File: src/rtl/alu_sweep_pkg.sv
// Shared types and constants for the ALU sweep driver and its MISR.
package alu_sweep_pkg;

    localparam int OPND_W = 4;
    localparam int OPC_W  = 4;
    localparam int RES_W  = 8;

    localparam logic [7:0] DEF_MISR_POLY = 8'h07;
    localparam logic [7:0] DEF_MISR_SEED = 8'hFF;

    typedef enum logic [1:0] {
        ST_IDLE  = 2'd0,
        ST_DRIVE = 2'd1,
        ST_DONE  = 2'd2
    } sweep_state_e;

    // One MISR step: shift left, apply feedback on the dropped MSB, fold in the new sample.
    function automatic logic [7:0] misr_step(input logic [7:0] sig,
                                             input logic [7:0] poly,
                                             input logic [7:0] din);
        return {sig[6:0], 1'b0} ^ (sig[7] ? poly : 8'h00) ^ din;
    endfunction

endpackage

File: src/rtl/alu_sweep_driver_misr8.sv
// 8-bit multiple-input signature register; seed is also the reset value.
module misr8
    import alu_sweep_pkg::*;
#(
    parameter logic [7:0] POLY = DEF_MISR_POLY
) (
    input  logic       clk,
    input  logic       rst,
    input  logic       load_seed,
    input  logic [7:0] seed,
    input  logic       shift_en,
    input  logic [7:0] data_in,
    output logic [7:0] sig
);

    logic [7:0] sig_q;
    logic [7:0] sig_d;

    always_comb begin
        sig_d = sig_q;
        if (load_seed) begin
            sig_d = seed;
        end else if (shift_en) begin
            sig_d = misr_step(sig_q, POLY, data_in);
        end
    end

    always_ff @(posedge clk) begin
        if (rst) begin
            sig_q <= seed;
        end else begin
            sig_q <= sig_d;
        end
    end

    assign sig = sig_q;

endmodule

File: src/rtl/alu_sweep_driver.sv
// Sweeps every ALU opcode, samples each result and compacts them into a MISR signature.
// Optional per-opcode result buffer enabled by defining ALU_SWEEP_RESULT_BUF_EN.
module alu_sweep_driver
    import alu_sweep_pkg::*;
#(
    parameter int         NUM_OPS     = 13,
    parameter int         HOLD_CYCLES = 2,
    parameter logic [7:0] MISR_POLY   = DEF_MISR_POLY,
    parameter logic [7:0] MISR_SEED   = DEF_MISR_SEED
) (
    input  logic              clk,
    input  logic              rst,
    input  logic              start,
    input  logic [OPND_W-1:0] op_a,
    input  logic [OPND_W-1:0] op_b,
    output logic [OPND_W-1:0] alu_a,
    output logic [OPND_W-1:0] alu_b,
    output logic [OPC_W-1:0]  alu_op,
    input  logic [RES_W-1:0]  alu_result,
    output logic              busy,
    output logic              done,
    output logic [RES_W-1:0]  signature,
    input  logic [OPC_W-1:0]  rd_idx,
    output logic [RES_W-1:0]  rd_data
);

    localparam int HC_W = (HOLD_CYCLES > 1) ? $clog2(HOLD_CYCLES) : 1;
    localparam logic [HC_W-1:0]  HC_LAST = HC_W'(HOLD_CYCLES - 1);
    localparam logic [OPC_W-1:0] OP_LAST = OPC_W'(NUM_OPS - 1);

    sweep_state_e      state_q, state_d;
    logic [HC_W-1:0]   hold_cnt_q, hold_cnt_d;
    logic [OPND_W-1:0] alu_a_q, alu_a_d;
    logic [OPND_W-1:0] alu_b_q, alu_b_d;
    logic [OPC_W-1:0]  alu_op_q, alu_op_d;
    logic              busy_q, busy_d;
    logic              done_q, done_d;

    logic start_acc;
    logic sample;
    logic last_op;

    assign start_acc = start && (state_q != ST_DRIVE);
    assign sample    = (state_q == ST_DRIVE) && (hold_cnt_q == HC_LAST);
    assign last_op   = (alu_op_q == OP_LAST);

    always_ff @(posedge clk) begin
        if (rst) begin
            state_q <= ST_IDLE;
        end else begin
            state_q <= state_d;
        end
    end

    always_comb begin
        state_d = state_q;
        case (state_q)
            ST_IDLE, ST_DONE: if (start) state_d = ST_DRIVE;
            ST_DRIVE:         if (sample && last_op) state_d = ST_DONE;
            default:          state_d = ST_IDLE;
        endcase
    end

    always_comb begin
        hold_cnt_d = hold_cnt_q;
        alu_a_d    = alu_a_q;
        alu_b_d    = alu_b_q;
        alu_op_d   = alu_op_q;
        busy_d     = busy_q;
        done_d     = done_q;
        if (start_acc) begin
            alu_a_d    = op_a;
            alu_b_d    = op_b;
            alu_op_d   = '0;
            hold_cnt_d = '0;
            busy_d     = 1'b1;
            done_d     = 1'b0;
        end else if (state_q == ST_DRIVE) begin
            if (sample) begin
                hold_cnt_d = '0;
                if (last_op) begin
                    busy_d = 1'b0;
                    done_d = 1'b1;
                end else begin
                    alu_op_d = alu_op_q + 1'b1;
                end
            end else begin
                hold_cnt_d = hold_cnt_q + 1'b1;
            end
        end
    end

    always_ff @(posedge clk) begin
        if (rst) begin
            hold_cnt_q <= '0;
            alu_a_q    <= '0;
            alu_b_q    <= '0;
            alu_op_q   <= '0;
            busy_q     <= 1'b0;
            done_q     <= 1'b0;
        end else begin
            hold_cnt_q <= hold_cnt_d;
            alu_a_q    <= alu_a_d;
            alu_b_q    <= alu_b_d;
            alu_op_q   <= alu_op_d;
            busy_q     <= busy_d;
            done_q     <= done_d;
        end
    end

    misr8 #(
        .POLY(MISR_POLY)
    ) u_misr (
        .clk      (clk),
        .rst      (rst),
        .load_seed(start_acc),
        .seed     (MISR_SEED),
        .shift_en (sample),
        .data_in  (alu_result),
        .sig      (signature)
    );

`ifdef ALU_SWEEP_RESULT_BUF_EN
    // Sized to the full opcode space; entries at or above NUM_OPS are never written.
    logic [RES_W-1:0] res_buf_q [16];
    logic [RES_W-1:0] res_buf_d [16];

    always_comb begin
        res_buf_d = res_buf_q;
        if (sample) begin
            res_buf_d[alu_op_q] = alu_result;
        end
    end

    always_ff @(posedge clk) begin
        if (rst) begin
            for (int i = 0; i < 16; i++) begin
                res_buf_q[i] <= '0;
            end
        end else begin
            res_buf_q <= res_buf_d;
        end
    end

    assign rd_data = ({1'b0, rd_idx} < 5'(NUM_OPS)) ? res_buf_q[rd_idx] : '0;
`else
    logic unused_rd_idx;
    assign unused_rd_idx = ^rd_idx;
    assign rd_data       = '0;
`endif

    assign alu_a  = alu_a_q;
    assign alu_b  = alu_b_q;
    assign alu_op = alu_op_q;
    assign busy   = busy_q;
    assign done   = done_q;

endmodule
File: config.mk
export PLATFORM = sky130hd
export DESIGN_NAME = alu_sweep_driver
export DESIGN_NICKNAME = d
export VERILOG_FILES = /design/src/rtl/alu_sweep_pkg.sv /design/src/rtl/alu_sweep_driver_misr8.sv /design/src/rtl/alu_sweep_driver.sv
export SDC_FILE = /design/constraint.sdc
export NUM_CORES = 1
export LEC_CHECK = 0
export ABC_CLOCK_PERIOD_IN_PS = 1400
export CAP_MARGIN = 20
export CORE_ASPECT_RATIO = 1.2
export CORE_UTILIZATION = 30
export CTS_BUF_LIST = sky130_fd_sc_hd__clkbuf_16
export DETAILED_ROUTE_END_ITERATION = 10
export PLACE_DENSITY = 0.7
export RECOVER_POWER = 25
export SYNTH_ARGS = -nofsm -noshare
export SYNTH_HDL_FRONTEND = slang
export SYNTH_SLANG_ARGS = --single-unit
File: constraint.sdc
create_clock -name clk -period 1.4 [get_ports clk]
set_clock_uncertainty 0.05 [all_clocks]
set_input_delay 0.42 -clock clk [delete_from_list [all_inputs] [get_ports clk]]
set_output_delay 0.42 -clock clk [all_outputs]
set_load 0.02 [all_outputs]
==> flow_metrics.env, run 1 <==
export IMPL_status="finished, violations left"
export IMPL_violations="design-rule violations"
export IMPL_rows=24
export IMPL_finalInstanceArea_mm2=0.001710
export IMPL_die_y_um=69.23
export IMPL_cts_buffers=3
export IMPL_multi_input_area_um2=559.3
export IMPL_ir_drop_v=0.0004512
export IMPL_cellLeakagePower_nw=0.7240
export IMPL_synthFlopType="dfxtp_1"
export IMPL_r2r_end="alu_op[0]"
export IMPL_synth_compound_area_share_pct=20.60
export IMPL_dp_cells=220
export IMPL_synth_area_mm2=0.001130
export IMPL_cts_max_level=1
export IMPL_cts_tree="yes"
export IMPL_power_switching_uw=392.0
export IMPL_synth_top_area_share_pct=44.30
export IMPL_setup_viol=0
export IMPL_post_drt_wl_per_cell_um=10.67
export IMPL_crit_path_top_delay_cell="dfxtp_1"
export IMPL_ys_ff_latch=25
export IMPL_syn_to_final_growth_pct=51.38
export IMPL_hold_class="reg -> reg"
export IMPL_num_vias=1051
export IMPL_ys_warn_count=0
export IMPL_yosysMostFrequentCell="dfxtp_1"
export IMPL_ys_seq_area_share_pct=44.30
export IMPL_crit_family="flip-flops"
export IMPL_setup_worst_path_start_class="register"
export IMPL_io_pins=53
export IMPL_setup_ws_ps=33.84
export IMPL_gr_total_overflow=0
export IMPL_die_area_mm2=0.004016
export IMPL_swShare_pct=24.05
export IMPL_cts_root_buffer="clkbuf_16"
export IMPL_synthCells=129
export IMPL_routed_wl_um=2391
export IMPL_drt_initial_drc_count=32
export IMPL_finalCritPeriodShare_pct=97.58
export IMPL_worstPathRequired_ps=930
export IMPL_min_period_ps=1366
export IMPL_antenna_found_initial=0
export IMPL_clkSlewWorstSetupHoldPaths_ps=60
export IMPL_holdPathEnd="alu_b[0]"
export IMPL_arrival_ps=900
export IMPL_port_buffers=40
export IMPL_seq_power_share_pct=46.0
export IMPL_post_route_util_pct=47.47
export IMPL_drt_vias_per_instance=4.692
export IMPL_p_clk_share_pct=38.6
export IMPL_power_mw=1.630
export IMPL_grt_pass1_vias=981
export IMPL_hold_violations=0
export IMPL_gr_usage_all_layers_pct=12.54
export IMPL_internal_power_mw=1.238
export IMPL_placed_area_mm2=0.001667
export IMPL_insertion_delay_ps=260
export IMPL_synth_fa_ha_area_share_pct=2.215
export IMPL_drive_gt1_share_pct=16.22
export IMPL_cp_depth=1
export IMPL_async_flop_share_pct=0
export IMPL_worstPathMaxFanout=2
export IMPL_p_comb_share_pct=15.4
export IMPL_fin_cells=224
export IMPL_fin_nets=211
export IMPL_synth_top_family_by_area="compound AO/OA/AOI/OAI gates"
export IMPL_synth_edff_count=0
export IMPL_fillers=344
export IMPL_core_area_mm2=0.003603
export IMPL_r2r_start="alu_op[0]"
export IMPL_yosysUniqueCellTypes=25
export IMPL_pre_cts_ws_ps=-204.3
export IMPL_synthMuxAreaShare_pct=0
export IMPL_crit_chain="clkdlybuf4s15_1"
export IMPL_register_area_um2=508.0
export IMPL_grt_setup_unrepaired="true"
export IMPL_synthTopCellsByCount="dfxtp_1 (25), a21oi_1 (15), o21ai_0 (12)"
export IMPL_firstDrtPassIters=9
export IMPL_synth_xor_area_share_pct=8.527
export IMPL_cp_num_buf_inv=1
export IMPL_route_detailed_drc=2
export IMPL_slew_viol_final=0
export IMPL_fmax_ghz=0.7320
export IMPL_yosysTopAreaCell="dfxtp_1"
export IMPL_p_per_area_mw_per_mm2=952.9
export IMPL_hp_start="alu_b[0]"
export IMPL_r2r_cells=5
export IMPL_gp_congestion=0.7181
export IMPL_hpwl_um=1788
export IMPL_endpoint_kind="output port"
export IMPL_initial_core_util_pct=31.35
export IMPL_yosys_area_share_simple_pct=15.06
export IMPL_grt_start_max_net_pins=15
export IMPL_die_width_um=58.02
export IMPL_synth_avg_cell_area_um2=8.758
export IMPL_whs_path_depth=2
export IMPL_synth_area_leaders="dfxtp_1 (44%), xnor2_1 (7.0%), a21oi_1 (6.6%), o21ai_0 (5.3%), buf_4 (5.3%)"
export IMPL_antenna_cells=0
export IMPL_final_antenna_net_count=0
export IMPL_grt_pass1_wl_um=4071
export IMPL_cts_buffer_depth=2
export IMPL_max_cap_violations=0
export IMPL_regToRegSetupSlack_ps=70
export IMPL_setup_worst_path_class="reg -> out"
export IMPL_critPathMaxStageDelay_ps=330
export IMPL_cts_num_sinks=25
[through the flow]
stage                     hold slack [ps]  TNS, ps
after floorplan                     434.4        0
after global placement              410.6    -3621
after detailed placement            414.7    -3537
after CTS                           425.3        0
after global routing                452.2        0
final                               424.8        0
[cell usage in the layout, fill, tap and decap left out, types with 4 or more instances in the layout]
master,instances
buf_4,18
nor2_1,4
clkbuf_1,5
nand3_1,10
xnor2_1,9
dfxtp_1,23
clkdlybuf4s15_1,15
nand2_1,9
conb_1,8
clkdlybuf4s50_1,18
o211ai_1,8
a21oi_1,15
o21ai_0,12
[power by group through the flow]
| stage | combinational [mW] | sequential [mW] | clock, mW |
|---|---|---|---|
| 2_1_floorplan | 0.125 | 0.793 | 0 |
| 3_3_place_gp | 0.263 | 0.768 | 0 |
| 3_5_place_dp | 0.265 | 0.768 | 0 |
| 4_1_cts | 0.253 | 0.751 | 0.651 |
| 5_1_grt | 0.273 | 0.753 | 0.684 |
| 6_report | 0.251 | 0.750 | 0.629 |
[area by class of cell]
class	count	share of cell area, %
clock buffers	3	4.389
clock inverters	1	0.2926
well taps	39	2.853
inverters	4	0.8778
multi-input cells	93	32.70
flip-flops and latches	25	29.70
repair buffers	59	29.19
[flip-flops by register name (all words and copies together), names as in the netlist]
register and flops:
alu_a 4, alu_b 4, alu_op 4, busy 1, done 1, hold_cnt_q 1, state_q 2, u_misr.sig 8
[per-layer routing]
metal	global-route usage [%]	share of wire [%]
met1	15.89	46
met5	0	0
met4	3.175	0.71
met2	21.07	47
met3	2.985	5.5
[timing repair]
item / 4_1_cts / 5_1_grt
pin swaps: 0 / 1
setup endpoints to repair: 22 / 27
setup buffers: 0 / 0
endpoints found under the hold margin: 0 / 0
hold buffers: 0 / 0
resized for setup: 30 / 25
[kinds of logic after synthesis]
logic type                 count (synthesis)
other                                      1
xor gates and xnor gates                  11
buffers and inverters                     18
DFF                                       25
AOI/OAI and AO/OA                         40
adders and majority gates                  2
and+or+nand+nor                           32
[worst max-delay path by stage]
stage	start	end	slack [ps]
6_report	alu_a[2]	alu_a[2]	30
3_3_place_gp	start	alu_b[3]	-190
4_1_cts	u_misr.sig[6]	signature[6]	0.2
2_1_floorplan	alu_op[1]	alu_op[0]	10
5_1_grt	alu_op[2]	alu_op[2]	0.2
3_5_place_dp	start	alu_a[1]	-200
Power figures use the tool's default switching activity.
==> run 2, diff against run 1 <==
--- a/config.mk
+++ b/config.mk
@@ -8,6 +8,7 @@
 export ABC_CLOCK_PERIOD_IN_PS = 1400
 export CAP_MARGIN = 20
 export CORE_ASPECT_RATIO = 1.2
+export CORE_MARGIN = 5
 export CORE_UTILIZATION = 30
 export CTS_BUF_LIST = sky130_fd_sc_hd__clkbuf_16
 export DETAILED_ROUTE_END_ITERATION = 10
==> flow_metrics.env, run 2 (same netlist as run 1, synthesis figures left out) <==
export IMPL_drive_gt1_share_pct=22.16
export IMPL_die_y_um=77.23
export IMPL_crit_path_top_delay_cell="dlygate4sd2_1"
export IMPL_grt_pass1_vias=974
export IMPL_route_detailed_drc=0
export IMPL_critPathMaxStageDelay_ps=330
export IMPL_core_area_mm2=0.003633
export IMPL_num_vias=1053
export IMPL_cts_buffer_depth=2
export IMPL_insertion_delay_ps=260
export IMPL_regToRegSetupSlack_ps=60
export IMPL_final_antenna_net_count=0
export IMPL_arrival_ps=910
export IMPL_p_comb_share_pct=15.6
export IMPL_fin_nets=211
export IMPL_swShare_pct=24.37
export IMPL_gr_total_overflow=0
export IMPL_routed_wl_um=2592
export IMPL_cts_root_buffer="clkbuf_16"
export IMPL_io_pins=53
export IMPL_cp_depth=1
export IMPL_p_per_area_mw_per_mm2=956.9
export IMPL_grt_start_max_net_pins=16
export IMPL_max_cap_violations=0
export IMPL_power_mw=1.646
export IMPL_drt_initial_drc_count=81
export IMPL_endpoint="alu_a[3]"
export IMPL_die_area_mm2=0.005098
export IMPL_power_switching_uw=401.3
export IMPL_worstPathRequired_ps=930
export IMPL_cellLeakagePower_nw=0.7425
export IMPL_antenna_found_initial=0
export IMPL_gr_usage_all_layers_pct=10.05
export IMPL_final_cell_mix="dfxtp_1 (23), buf_4 (19), clkdlybuf4s50_1 (18)"
export IMPL_r2r_start="alu_op[0]"
export IMPL_r2r_end="alu_op[0]"
export IMPL_min_period_ps=1376
export IMPL_slew_viol_final=0
export IMPL_cts_buffers=3
export IMPL_post_drt_wl_per_cell_um=10.94
export IMPL_cts_num_sinks=25
export IMPL_fmax_ghz=0.7269
export IMPL_endpoint_kind="output port"
export IMPL_crit_start="alu_a[3]"
export IMPL_setup_worst_path_start_class="register"
export IMPL_crit_family="buffers and inverters"
export IMPL_worstPathMaxFanout=2
export IMPL_final_common_cell="dfxtp_1"
export IMPL_ir_drop_v=0.0004826
export IMPL_fin_hold_ws_ps=418.4
export IMPL_clkSlewWorstSetupHoldPaths_ps=70
export IMPL_internal_power_mw=1.245
export IMPL_largest_reg_flops=8
export IMPL_setup_worst_path_class="reg -> out"
export IMPL_initial_core_util_pct=31.10
export IMPL_hold_class="reg -> reg"
export IMPL_cts_hold_buf=0
export IMPL_gp_congestion=0.7575
export IMPL_post_route_util_pct=47.35
export IMPL_crit_chain="dlygate4sd2_1"
export IMPL_finalCritPeriodShare_pct=98.27
export IMPL_port_buffers=40
export IMPL_cp_num_buf_inv=1
export IMPL_grt_pass1_wl_um=4174
export IMPL_drt_vias_per_instance=4.443
export IMPL_syn_to_final_growth_pct=52.27
export IMPL_hold_violations=0
export IMPL_p_clk_share_pct=38.8
export IMPL_status="finished, final reports clean"
export IMPL_rows=24
export IMPL_cts_tree="yes"
export IMPL_antenna_cells=0
export IMPL_firstDrtPassIters=4
export IMPL_die_width_um=66.02
export IMPL_r2r_cells=5
export IMPL_setup_viol=0
export IMPL_cts_max_level=1
export IMPL_hpwl_um=1958
export IMPL_seq_power_share_pct=45.6
==> run 2: changes by cell type in the layout (fill, tap and decap cells not counted), sizes merged <==
| cell | change |
|---|---|
| clkdlybuf4s15 | -5 |
| clkinvlp | +1 |
| clkinv | -1 |
| dlygate4sd2 | +1 |
| clkbuf | +4 |
==> run 2: stage by stage <==
stage | instance area (um2) | setup WS, ps | cells | setup TNS (ps)
6_report | 1720 | 24.23 | 237 | 0
5_1_grt | 1720 | -2.283 | 237 | -2.283
3_3_place_gp | 1683 | -194.3 | 233 | -3638
3_5_place_dp | 1683 | -219.5 | 233 | -3580
4_1_cts | 1753 | 0.5762 | 237 | 0
2_1_floorplan | 1161 | 13.05 | 136 | 0
==> run 2: per-layer routing <==
metal  vias up  GRT usage, %  routed length [um]
met5         -             0                   0
met4         0         3.659                  17
met3         2         1.316                 136
met2        25         17.15                1326
met1       482         12.64                1111
li1        544             -                   -
==> run 2: layout make-up <==
type                    count  area [um2]
fillers                   375        1913
multi-input cells          93       564.3
flip-flops and latches     25       505.5
repair buffers             59       488.0
clock buffers               3       75.07
well taps                  52       65.06
inverters                   4       15.01
clock inverters             1       7.507
==> run 2: worst min-delay path by stage <==
stage          startpoint          to  slack (ps)  cells past startpoint
3_3_place_gp         done        done         400                      2
3_5_place_dp         done        done         410                      2
2_1_floorplan  state_q[1]  state_q[1]         430                      2
5_1_grt          alu_a[3]    alu_a[3]         450                      2
4_1_cts          alu_a[1]    alu_a[1]         420                      2
6_report             done        done         420                      2
==> run 2: power by group through the flow <==
| stage | clock [mW] | combinational [mW] | sequential (mW) |
|---|---|---|---|
| 2_1_floorplan | 0 | 0.125 | 0.793 |
| 3_3_place_gp | 0 | 0.268 | 0.766 |
| 3_5_place_dp | 0 | 0.269 | 0.767 |
| 4_1_cts | 0.656 | 0.257 | 0.750 |
| 5_1_grt | 0.692 | 0.278 | 0.754 |
| 6_report | 0.639 | 0.257 | 0.750 |
==> run 2: repair_timing <==
item | 4_1_cts | 5_1_grt
setup buffers | 0 | 0
endpoints found under the setup margin | 23 | 23
pin swaps | 0 | 1
gates resized for setup | 32 | 27
